### config.mk
export PLATFORM = sky130hd
export DESIGN_NAME = i2c_txn_sequencer_flat
export DESIGN_NICKNAME = d
export VERILOG_FILES = /design/src/rtl/i2c_pkg.sv /design/src/rtl/i2c_txn_sequencer_if.sv /design/src/rtl/i2c_rr_arbiter.sv /design/src/rtl/i2c_txn_sequencer.sv /design/src/flat_wrapper.sv
export SDC_FILE = /design/constraint.sdc
export NUM_CORES = 1
export LEC_CHECK = 0
export ABC_AREA = 1
export CORE_UTILIZATION = 25
export CTS_CLUSTER_DIAMETER = 40
export CTS_CLUSTER_SIZE = 10
export DETAILED_ROUTE_END_ITERATION = 7
export GPL_ROUTABILITY_DRIVEN = 0
export REMOVE_ABC_BUFFERS = 1
export SYNTH_ARGS = -nofsm -noshare
export SYNTH_HDL_FRONTEND = slang
export SYNTH_SLANG_ARGS = --single-unit
### constraint.sdc
create_clock -name clk -period 4.5 [get_ports clk]
set_input_delay 0.9 -clock clk [delete_from_list [all_inputs] [get_ports clk]]
set_output_delay 0.9 -clock clk [all_outputs]
set_load 0.02 [all_outputs]
### src/rtl/i2c_pkg.sv
// i2c_pkg: command, error and sequencer state types shared by the sequencer and the master core
package i2c_pkg;

    typedef enum logic [1:0] {
        CMD_START = 2'd0,
        CMD_WRITE = 2'd1,
        CMD_READ  = 2'd2,
        CMD_STOP  = 2'd3
    } i2c_cmd_t;

    typedef enum logic [1:0] {
        ERR_OK      = 2'd0,
        ERR_NACK    = 2'd1,
        ERR_TIMEOUT = 2'd2
    } i2c_err_t;

    typedef enum logic [3:0] {
        ST_IDLE,
        ST_START,
        ST_ADDR_W,
        ST_REG,
        ST_DATA,
        ST_RSTART,
        ST_ADDR_R,
        ST_READ,
        ST_STOP,
        ST_RESP
    } state_t;

    // States that drive a command to the master core
    function automatic logic is_cmd_state(state_t s);
        return !(s == ST_IDLE || s == ST_RESP);
    endfunction

    // States whose command is a WRITE byte and therefore carry an ACK bit
    function automatic logic is_write_state(state_t s);
        return s == ST_ADDR_W || s == ST_REG || s == ST_DATA || s == ST_ADDR_R;
    endfunction

    // Master command issued from a given sequencer state
    function automatic i2c_cmd_t cmd_of(state_t s);
        return (s == ST_START || s == ST_RSTART) ? CMD_START :
               (s == ST_READ) ? CMD_READ :
               (s == ST_STOP) ? CMD_STOP : CMD_WRITE;
    endfunction

endpackage

### src/rtl/i2c_txn_sequencer_if.sv
// i2c_txn_sequencer_if: requester handshake plus master-core command port
interface i2c_txn_sequencer_if
    import i2c_pkg::*;
#(
    parameter int NUM_REQ = 2
);
    logic [NUM_REQ-1:0]   req_valid;
    logic [NUM_REQ-1:0]   req_ready;
    logic [NUM_REQ-1:0]   req_rw;
    logic [7*NUM_REQ-1:0] req_dev_addr;
    logic [8*NUM_REQ-1:0] req_reg;
    logic [8*NUM_REQ-1:0] req_wdata;
    logic [NUM_REQ-1:0]   rsp_valid;
    logic [7:0]           rsp_rdata;
    i2c_err_t             rsp_err;
    logic                 m_cmd_valid;
    logic                 m_cmd_ready;
    i2c_cmd_t             m_cmd;
    logic [7:0]           m_tx_data;
    logic                 m_rd_last;
    logic                 m_done;
    logic [7:0]           m_rx_data;
    logic                 m_ack_in;

    modport master (
        input  req_valid, req_rw, req_dev_addr, req_reg, req_wdata,
        input  m_cmd_ready, m_done, m_rx_data, m_ack_in,
        output req_ready, rsp_valid, rsp_rdata, rsp_err,
        output m_cmd_valid, m_cmd, m_tx_data, m_rd_last
    );

    modport slave (
        output req_valid, req_rw, req_dev_addr, req_reg, req_wdata,
        output m_cmd_ready, m_done, m_rx_data, m_ack_in,
        input  req_ready, rsp_valid, rsp_rdata, rsp_err,
        input  m_cmd_valid, m_cmd, m_tx_data, m_rd_last
    );
endinterface

### src/rtl/i2c_rr_arbiter.sv
// i2c_rr_arbiter: round-robin grant starting at rr_ptr, pointer moves past the winner on advance
module i2c_rr_arbiter #(
    parameter int NUM_REQ = 2
) (
    input  logic               clk,
    input  logic               rst,
    input  logic [NUM_REQ-1:0] req,
    input  logic               advance,
    output logic [NUM_REQ-1:0] grant
);
    localparam int PW = $clog2(NUM_REQ);

    logic [PW-1:0] rr_ptr;
    logic [PW-1:0] gidx;
    logic [PW-1:0] ix;
    logic          found;

    // Scan from rr_ptr upward with wrap; first requester found wins
    always_comb begin
        grant = '0;
        gidx  = '0;
        ix    = '0;
        found = 1'b0;
        for (int k = 0; k < NUM_REQ; k++) begin
            ix = PW'((int'(rr_ptr) + k) % NUM_REQ);
            if (!found && req[ix]) begin
                found = 1'b1;
                gidx  = ix;
            end
        end
        grant[gidx] = found;
    end

    // Pointer lands one past the granted requester so it gets lowest priority next
    always_ff @(posedge clk or posedge rst) begin
        if (rst)
            rr_ptr <= '0;
        else if (advance)
            rr_ptr <= (gidx == PW'(NUM_REQ - 1)) ? '0 : gidx + 1'b1;
    end
endmodule

### src/rtl/i2c_txn_sequencer.sv
// i2c_txn_sequencer: arbitrates register requests and expands them into I2C master command streams
module i2c_txn_sequencer
    import i2c_pkg::*;
#(
    parameter int NUM_REQ     = 2,
    parameter int TIMEOUT_CYC = 100000
) (
    input logic              clk,
    input logic              rst,
    i2c_txn_sequencer_if.master bus
);
    localparam int CW = $clog2(TIMEOUT_CYC + 1);

    state_t             state, state_n, adv;
    logic               wait_q, wait_n;
    logic [CW-1:0]      cnt, cnt_n;
    i2c_err_t           err_q, err_n;
    logic [7:0]         rdata_q, rdata_n;
    logic               cmd_valid_q, cmd_valid_n;
    i2c_cmd_t           cmd_q, cmd_n;
    logic [7:0]         tx_q, tx_n;
    logic               rd_last_q, rd_last_n;
    logic [NUM_REQ-1:0] grant, gnt_q;
    logic [6:0]         dev_q;
    logic [7:0]         reg_q, wdata_q;
    logic               rw_q;
    logic               take;

    assign take = (state == ST_IDLE) && |bus.req_valid;

    i2c_rr_arbiter #(.NUM_REQ(NUM_REQ)) u_arb (
        .clk     (clk),
        .rst     (rst),
        .req     (bus.req_valid),
        .advance (take),
        .grant   (grant)
    );

    assign bus.req_ready   = (state == ST_IDLE) ? grant : '0;
    assign bus.rsp_valid   = (state == ST_RESP) ? gnt_q : '0;
    assign bus.rsp_rdata   = rdata_q;
    assign bus.rsp_err     = err_q;
    assign bus.m_cmd_valid = cmd_valid_q;
    assign bus.m_cmd       = cmd_q;
    assign bus.m_tx_data   = tx_q;
    assign bus.m_rd_last   = rd_last_q;

    // Successor of each command state on a clean completion
    assign adv = (state == ST_START)  ? ST_ADDR_W :
                 (state == ST_ADDR_W) ? ST_REG :
                 (state == ST_REG)    ? (rw_q ? ST_RSTART : ST_DATA) :
                 (state == ST_RSTART) ? ST_ADDR_R :
                 (state == ST_ADDR_R) ? ST_READ :
                 (state == ST_STOP)   ? ST_RESP : ST_STOP;

    // Next state, issue/wait phase, timeout count and the registered command outputs
    always_comb begin
        state_n   = state;
        wait_n    = wait_q;
        cnt_n     = cnt;
        err_n     = err_q;
        rdata_n   = rdata_q;
        cmd_n     = cmd_q;
        tx_n      = tx_q;
        rd_last_n = rd_last_q;
        if (state == ST_IDLE) begin
            if (take) begin
                state_n = ST_START;
                wait_n  = 1'b0;
                cnt_n   = '0;
                err_n   = ERR_OK;
                rdata_n = '0;
            end
        end else if (state == ST_RESP) begin
            state_n = ST_IDLE;
        end else if (!wait_q) begin
            wait_n = bus.m_cmd_ready;
        end else if (bus.m_done) begin
            wait_n  = 1'b0;
            cnt_n   = '0;
            state_n = (is_write_state(state) && bus.m_ack_in) ? ST_STOP : adv;
            err_n   = (is_write_state(state) && bus.m_ack_in) ? ERR_NACK : err_q;
            rdata_n = (state == ST_READ) ? bus.m_rx_data : rdata_q;
        end else if (cnt == CW'(TIMEOUT_CYC)) begin
            wait_n  = 1'b0;
            cnt_n   = '0;
            state_n = ST_RESP;
            err_n   = ERR_TIMEOUT;
        end else begin
            cnt_n = cnt + 1'b1;
        end
        cmd_valid_n = is_cmd_state(state_n) && !wait_n;
        if (is_cmd_state(state_n)) begin
            cmd_n     = cmd_of(state_n);
            rd_last_n = state_n == ST_READ;
            tx_n      = (state_n == ST_ADDR_W) ? {dev_q, 1'b0} :
                        (state_n == ST_ADDR_R) ? {dev_q, 1'b1} :
                        (state_n == ST_REG)    ? reg_q :
                        (state_n == ST_DATA)   ? wdata_q : 8'h00;
        end
    end

    // FSM and output registers; reset abandons any transaction without a STOP
    always_ff @(posedge clk or posedge rst) begin
        if (rst) begin
            state       <= ST_IDLE;
            wait_q      <= 1'b0;
            cnt         <= '0;
            err_q       <= ERR_OK;
            rdata_q     <= '0;
            cmd_valid_q <= 1'b0;
            cmd_q       <= CMD_START;
            tx_q        <= '0;
            rd_last_q   <= 1'b0;
        end else begin
            state       <= state_n;
            wait_q      <= wait_n;
            cnt         <= cnt_n;
            err_q       <= err_n;
            rdata_q     <= rdata_n;
            cmd_valid_q <= cmd_valid_n;
            cmd_q       <= cmd_n;
            tx_q        <= tx_n;
            rd_last_q   <= rd_last_n;
        end
    end

    // Capture the granted requester's fields on the accept edge
    always_ff @(posedge clk or posedge rst) begin
        if (rst) begin
            gnt_q   <= '0;
            dev_q   <= '0;
            reg_q   <= '0;
            wdata_q <= '0;
            rw_q    <= 1'b0;
        end else if (take) begin
            gnt_q <= grant;
            for (int i = 0; i < NUM_REQ; i++) begin
                if (grant[i]) begin
                    dev_q   <= bus.req_dev_addr[7*i +: 7];
                    reg_q   <= bus.req_reg[8*i +: 8];
                    wdata_q <= bus.req_wdata[8*i +: 8];
                    rw_q    <= bus.req_rw[i];
                end
            end
        end
    end
endmodule

### src/flat_wrapper.sv
// flat-port wrapper written by rule: the top's interface ports become plain ports
module i2c_txn_sequencer_flat import i2c_pkg::*;
#(
    parameter int NUM_REQ     = 2,
    parameter int TIMEOUT_CYC = 100000
)
  (clk, rst, bus_req_valid, bus_req_rw, bus_req_dev_addr, bus_req_reg, bus_req_wdata, bus_m_cmd_ready, bus_m_done, bus_m_rx_data, bus_m_ack_in, bus_req_ready, bus_rsp_valid, bus_rsp_rdata, bus_rsp_err, bus_m_cmd_valid, bus_m_cmd, bus_m_tx_data, bus_m_rd_last);
  i2c_txn_sequencer_if #(.NUM_REQ(NUM_REQ)) bus_i ();
  input logic clk;
  input logic rst;
  input wire logic [$bits(bus_i.req_valid)-1:0] bus_req_valid;
  input wire logic [$bits(bus_i.req_rw)-1:0] bus_req_rw;
  input wire logic [$bits(bus_i.req_dev_addr)-1:0] bus_req_dev_addr;
  input wire logic [$bits(bus_i.req_reg)-1:0] bus_req_reg;
  input wire logic [$bits(bus_i.req_wdata)-1:0] bus_req_wdata;
  input wire logic [$bits(bus_i.m_cmd_ready)-1:0] bus_m_cmd_ready;
  input wire logic [$bits(bus_i.m_done)-1:0] bus_m_done;
  input wire logic [$bits(bus_i.m_rx_data)-1:0] bus_m_rx_data;
  input wire logic [$bits(bus_i.m_ack_in)-1:0] bus_m_ack_in;
  output wire logic [$bits(bus_i.req_ready)-1:0] bus_req_ready;
  output wire logic [$bits(bus_i.rsp_valid)-1:0] bus_rsp_valid;
  output wire logic [$bits(bus_i.rsp_rdata)-1:0] bus_rsp_rdata;
  output wire logic [$bits(bus_i.rsp_err)-1:0] bus_rsp_err;
  output wire logic [$bits(bus_i.m_cmd_valid)-1:0] bus_m_cmd_valid;
  output wire logic [$bits(bus_i.m_cmd)-1:0] bus_m_cmd;
  output wire logic [$bits(bus_i.m_tx_data)-1:0] bus_m_tx_data;
  output wire logic [$bits(bus_i.m_rd_last)-1:0] bus_m_rd_last;
  assign bus_i.req_valid = bus_req_valid;
  assign bus_i.req_rw = bus_req_rw;
  assign bus_i.req_dev_addr = bus_req_dev_addr;
  assign bus_i.req_reg = bus_req_reg;
  assign bus_i.req_wdata = bus_req_wdata;
  assign bus_i.m_cmd_ready = bus_m_cmd_ready;
  assign bus_i.m_done = bus_m_done;
  assign bus_i.m_rx_data = bus_m_rx_data;
  assign bus_i.m_ack_in = bus_m_ack_in;
  assign bus_req_ready = bus_i.req_ready;
  assign bus_rsp_valid = bus_i.rsp_valid;
  assign bus_rsp_rdata = bus_i.rsp_rdata;
  assign bus_rsp_err = bus_i.rsp_err;
  assign bus_m_cmd_valid = bus_i.m_cmd_valid;
  assign bus_m_cmd = bus_i.m_cmd;
  assign bus_m_tx_data = bus_i.m_tx_data;
  assign bus_m_rd_last = bus_i.m_rd_last;
  i2c_txn_sequencer #(.NUM_REQ(NUM_REQ), .TIMEOUT_CYC(TIMEOUT_CYC)) u_core (.clk(clk), .rst(rst), .bus(bus_i));
endmodule
### After elaboration in Yosys (flattened, before gate mapping)

Index checks and enable logic that the tools add are counted.
Widths: inputs -> output; s select.

* output and inout port bits: 26
* word-level logic and storage cells: 137
* input bits: 63
* bits in registers: 71

* reduce and logical (&&, ||, !) cells: 25
* add/sub/neg operators: 3
* mux-type cells: 67
* equality and inequality tests: 22
* bitwise logic cells: 1
* magnitude comparators: 4

Operators by type and width (number)
* $mux 8: 14
* $mux 17: 6
* $mux 4: 12
* $eq 4x3->1 const B: 8
* $mux 2: 12
* $mux 1: 20
* $add 17x1->17 const B: 1
* $eq 17x17->1 const B: 1
* $eq 4x2->1 const B: 4
* $eq 4x4->1 const B: 4
* $mux 7: 2
* $reduce_and 5->1: 2
* $eq 4x1->1 const B: 2
* $logic_not 4->1: 2
* $reduce_bool 2->1: 4
* $lt 1x2->1 const B: 3
* $logic_and 1x1->1: 5
* $logic_or 1x1->1: 5
* $ne 2x1->1 const B: 2
* $logic_not 1->1: 3
* $ne 3x1->1 const B: 1
* $reduce_and 3->1: 1
* $reduce_bool 3->1: 1
* $add 1x1->1 const B: 2
* other kinds (5): 5

### Logic depth before layout (Yosys ltp)

* depth in word-level cells: 17
* mapped depth: 18
* mapped depth without buffers: 17

### Cells and area by module

From an unflattened synthesis, not the netlist that was laid out.

* cells, all modules: 523
* area, all modules: 3937.5 um^2

By module, submodules not included
* i2c_txn_sequencer: times used 1, seq. area each 1751.7 um^2, area an instance 3870.0 um^2, cells each 512
* i2c_rr_arbiter: times used 1, seq. area each 25.0 um^2, area an instance 67.6 um^2, cells each 11

### Worst setup path before layout

No wires, ideal clock.

* path type: in2out
* start: in bus_req_valid[0]
* end: out bus_req_ready[0]
* arrival: 1548 ps
* stages on the path: 4
* slack: 2052 ps
* path buffers: 0
* required time: 3600 ps
* cell sequence: nand2_1 -> nand2_1 -> inv_1 -> nor2_1

* cells in the longest elaborated chain, start to end: 12
* elaborated cells on any way between the ends: 17
* those cells by class: 2 x order compare; 11 x mux; 1 x bitwise; 3 x reduce/logical

Ends and longest elaborated chain
* start, declared: line flat_wrapper.sv:11 `input wire logic [$bits(bus_i.req_valid)-1:0] bus_req_valid;`
* $mux 1 (implied by the code) (2 in series): line i2c_rr_arbiter.sv:26 `if (!found && req[ix]) begin`
* $mux 1: line i2c_rr_arbiter.sv:26
* $logic_not 1->1: line i2c_rr_arbiter.sv:26
* $logic_and 1x1->1: line i2c_rr_arbiter.sv:26
* $mux 1: line i2c_rr_arbiter.sv:26
* $lt 1x2->1 (implied by the code) / $ge 1x1->1 (equally long branches): line i2c_rr_arbiter.sv:31 `grant[gidx] = found;`
* $logic_and 1x1->1 (implied by the code): line i2c_rr_arbiter.sv:31
* $mux 1 (implied by the code): line i2c_rr_arbiter.sv:31
* $demux 1 s1: line i2c_rr_arbiter.sv:31
* $and 2x2->2 (no source line) *
* $mux 2 *: line i2c_txn_sequencer.sv:39 `assign bus.req_ready = (state == ST_IDLE) ? grant : '0;`
* end, declared: line flat_wrapper.sv:20 `output wire logic [$bits(bus_i.req_ready)-1:0] bus_req_ready;`

Mark *: on every way between the ends. The rest lies on a longest branch, timed or not. The select of a mux whose other input is x is not followed.

### Worst setup path in the final report

Ends and elaborated chain as after synthesis.

==> results.txt <==
status -> complete, but fails checks
failing checks -> design-rule violations
die area -> 15700 um^2
post-cts sizing count -> 0
Hold Path Stages -> 2
CP arrival -> 2610 ps
Std-Cell Rows -> 44
Post-DP HPWL -> 7660 um
largest net degree at the start of global routing -> 49
grt ovf -> 0
mux contribution to synthesized area -> 0%
antenna violations before repair -> 0
vias in the first global route -> 3630
H-tree Lvls -> 3
Critical Path Source Type -> input pin
Die W -> 125 um
Synth Area in Compound Gates -> 14.2%
Fin Hold WS -> 476 ps
setup TNS -> 0 ps
share of layout cells above drive strength 1 -> 8.99%
final setup violating endpoints -> 0
TritonCTS clock tree -> built
final wirelength -> 10400 um
Critical Path RT -> 3600 ps
xor and xnor area share after synthesis -> 0.231%
period utilization -> 78.0%
part of the Yosys area used for sequential elements -> 46.8%
first-pass GRT wire length -> 17700 um
post-CTS setup buffers -> 0
Reg2Reg Launch Point -> u_core.state[1]
post-route DRC violation count -> 8
Max-Cap Viols -> 0
TritonCTS Buffers -> 9
largest family of logic cells by synthesized area -> simple AND/OR/NAND/NOR gates
ys async rst share -> 100%
Yosys reg bits -> 71
Worst-path clk slew -> 60 ps
worst reg2reg path endpoint -> u_core.bus.m_tx_data[4]
crit end category -> output port
HP Class -> flop to flop
vias -> 3554
Initial Util -> 25.8%
drt pass-1 iters -> 8
flop-to-flop setup slack -> 1770 ps
drt via density -> 4.73
diodes inserted -> 0
clk buf depth -> 2
DRT antenna net count -> 0
Layout Skew -> 5.29 ps
worst min-delay path startpoint -> u_core.bus.m_rd_last
Leak -> 2.26 nW
fraction of the mapped netlist area in adder cells -> 0.659%
Worst setup startpoint -> bus_req_valid[0]
Main synth FF type -> dfrtp_1
Final Cell Area -> 5100 um^2
Pwr Total -> 3.54 mW
Pwr Density -> 693 nW/um^2
Yosys cell types -> 36
clk sinks -> 71
final-report hold violation count -> 0
hold path endpoint -> u_core.bus.m_rd_last
number of port buffers -> 88
Core Footprint -> 14700 um^2
WL per Instance -> 13.8 um
Post-synth EDFFs -> 0
crit-path max FO -> 25
# nets final -> 628
Cell Area, Synth -> 3790 um^2
I/O pin count -> 89
Worst Tran Pin Value -> 1020 ps
Die Y -> 125 um
Peak supply drop -> 0.000262 V
simple-gate share of the synthesized area -> 31.5%
Layout area overhead -> 34.4%
fmax -> 285 MHz
RSZ-0062 raised after global routing -> false
Slew headroom -> 32.2%
hold_buf cts -> 0
Max Transition Viols Final -> 0
crit path time final -> 3510 ps
All-Layer GR Usage -> 14.1%
Iter 0 DRT Violations -> 190
Register-to-Register Path Depth -> 12
clk root buf -> clkbuf_16
Crit Path Category -> input pin to output port
synth warn -> 0
Synth Instances -> 479
Area after DPL -> 4820 um^2
Worst-Skew Late Latency -> 330 ps
Avg Inst Size Synth -> 7.92 um^2
worst max-delay path by stage:
stage	slack (ps)	to
after floorplan	1470	bus_req_ready[0]
after global placement	1000	bus_req_ready[0]
after detailed placement	980	bus_req_ready[0]
after CTS	970	bus_req_ready[0]
after global routing	800	bus_req_ready[0]
final	990	bus_req_ready[0]
routing by layer:
metal	global-route usage [%]	part of all wire, %	routed length [um]	up-vias
met5	0	0	0	-
met4	4.23	1.8	191	0
met3	3.94	5.1	528	16
met2	23.8	48	5040	114
met1	17.4	45	4640	1659
li1	-	-	-	1765
final cells by class:
type | count | area [um^2]
inverters | 35 | 133
fillers | 1502 | 9600
flip-flops and latches | 71 | 1780
well taps | 184 | 230
repair buffers | 92 | 911
multi-input cells | 354 | 1770
clock inverters | 4 | 47.5
clock buffers | 11 | 233
stage by stage:
step,std cells,util [%],setup WS [ps]
global placement,736,32.8,1000
finish,751,34.7,990
global route,751,34.7,796
detailed placement,736,32.8,980
CTS,751,34.7,970
floorplan,460,-,1470
synthesized netlist by cell type (2+ instances only):
cell,number,area share [%]
nand2_1,87,8.6
dfrtp_1,71,47
o21ai_0,70,9.2
nor2_1,68,6.7
nand3_1,47,6.2
inv_1,30,3.0
a21oi_1,20,2.6
nand4_1,15,2.5
clkbuf_1,10,0.99
nand2_2,6,0.99
nor2_2,5,0.82
nor2_4,5,1.5
buf_6,4,1.2
nand2_4,4,1.2
buf_4,3,0.59
nand3_2,3,0.79
nor3_1,3,0.40
o31ai_1,3,0.59
a211oi_1,2,0.40
a31oi_1,2,0.33
buf_2,2,0.26
clkinv_1,2,0.20
ha_1,2,0.66
inv_2,2,0.20
nor3_2,2,0.53
cell families (layout without fill, tap and decap cells):
group           count (synthesis)  in the layout
simple gates                  250            250
compound gates                101            101
flops                          71             71
buf+inv                        54            142
fa+ha+maj                       2              2
xor+xnor                        1              1
power by group:
group | switching, mW | internal, mW
sequential | 0.170 | 0.889
clock | 0.270 | 0.424
combinational | 1.17 | 0.614
total | 1.61 | 1.93
critical path, cell delays in order:
cell,delay [ps]
clkdlybuf4s50_1,480
nand2_1,50
nand2_1,70
inv_1,250
nor2_1,230
clkdlybuf4s50_1,620
sequential cells by signal (all words and copies together), names as in the netlist, 2 cells and up:
signal / flops
u_core.bus.m_cmd: 2
u_core.bus.m_tx_data: 8
u_core.bus.rsp_err: 2
u_core.bus.rsp_rdata: 8
u_core.cnt: 17
u_core.dev_q: 7
u_core.gnt_q: 2
u_core.reg_q: 8
u_core.state: 4
u_core.wdata_q: 8
cells in the final DEF, fill, tap and decap left out, types with 3 or more instances in the layout:
cell type        count
clkbuf_16            9
o31ai_1              3
clkinv_2             3
inv_1               29
nor2_4               5
nand2_2              6
nand2_4              4
nand4_1             15
nand2_1             87
nand3_2              3
clkdlybuf4s50_1     88
nor2_2               5
buf_4                4
nor3_1               3
nand3_1             47
dfrtp_1             71
nor2_1              68
o21ai_0             70
inv_2                3
a21oi_1             20
No activity file was read; power rests on OpenSTA's default activity.
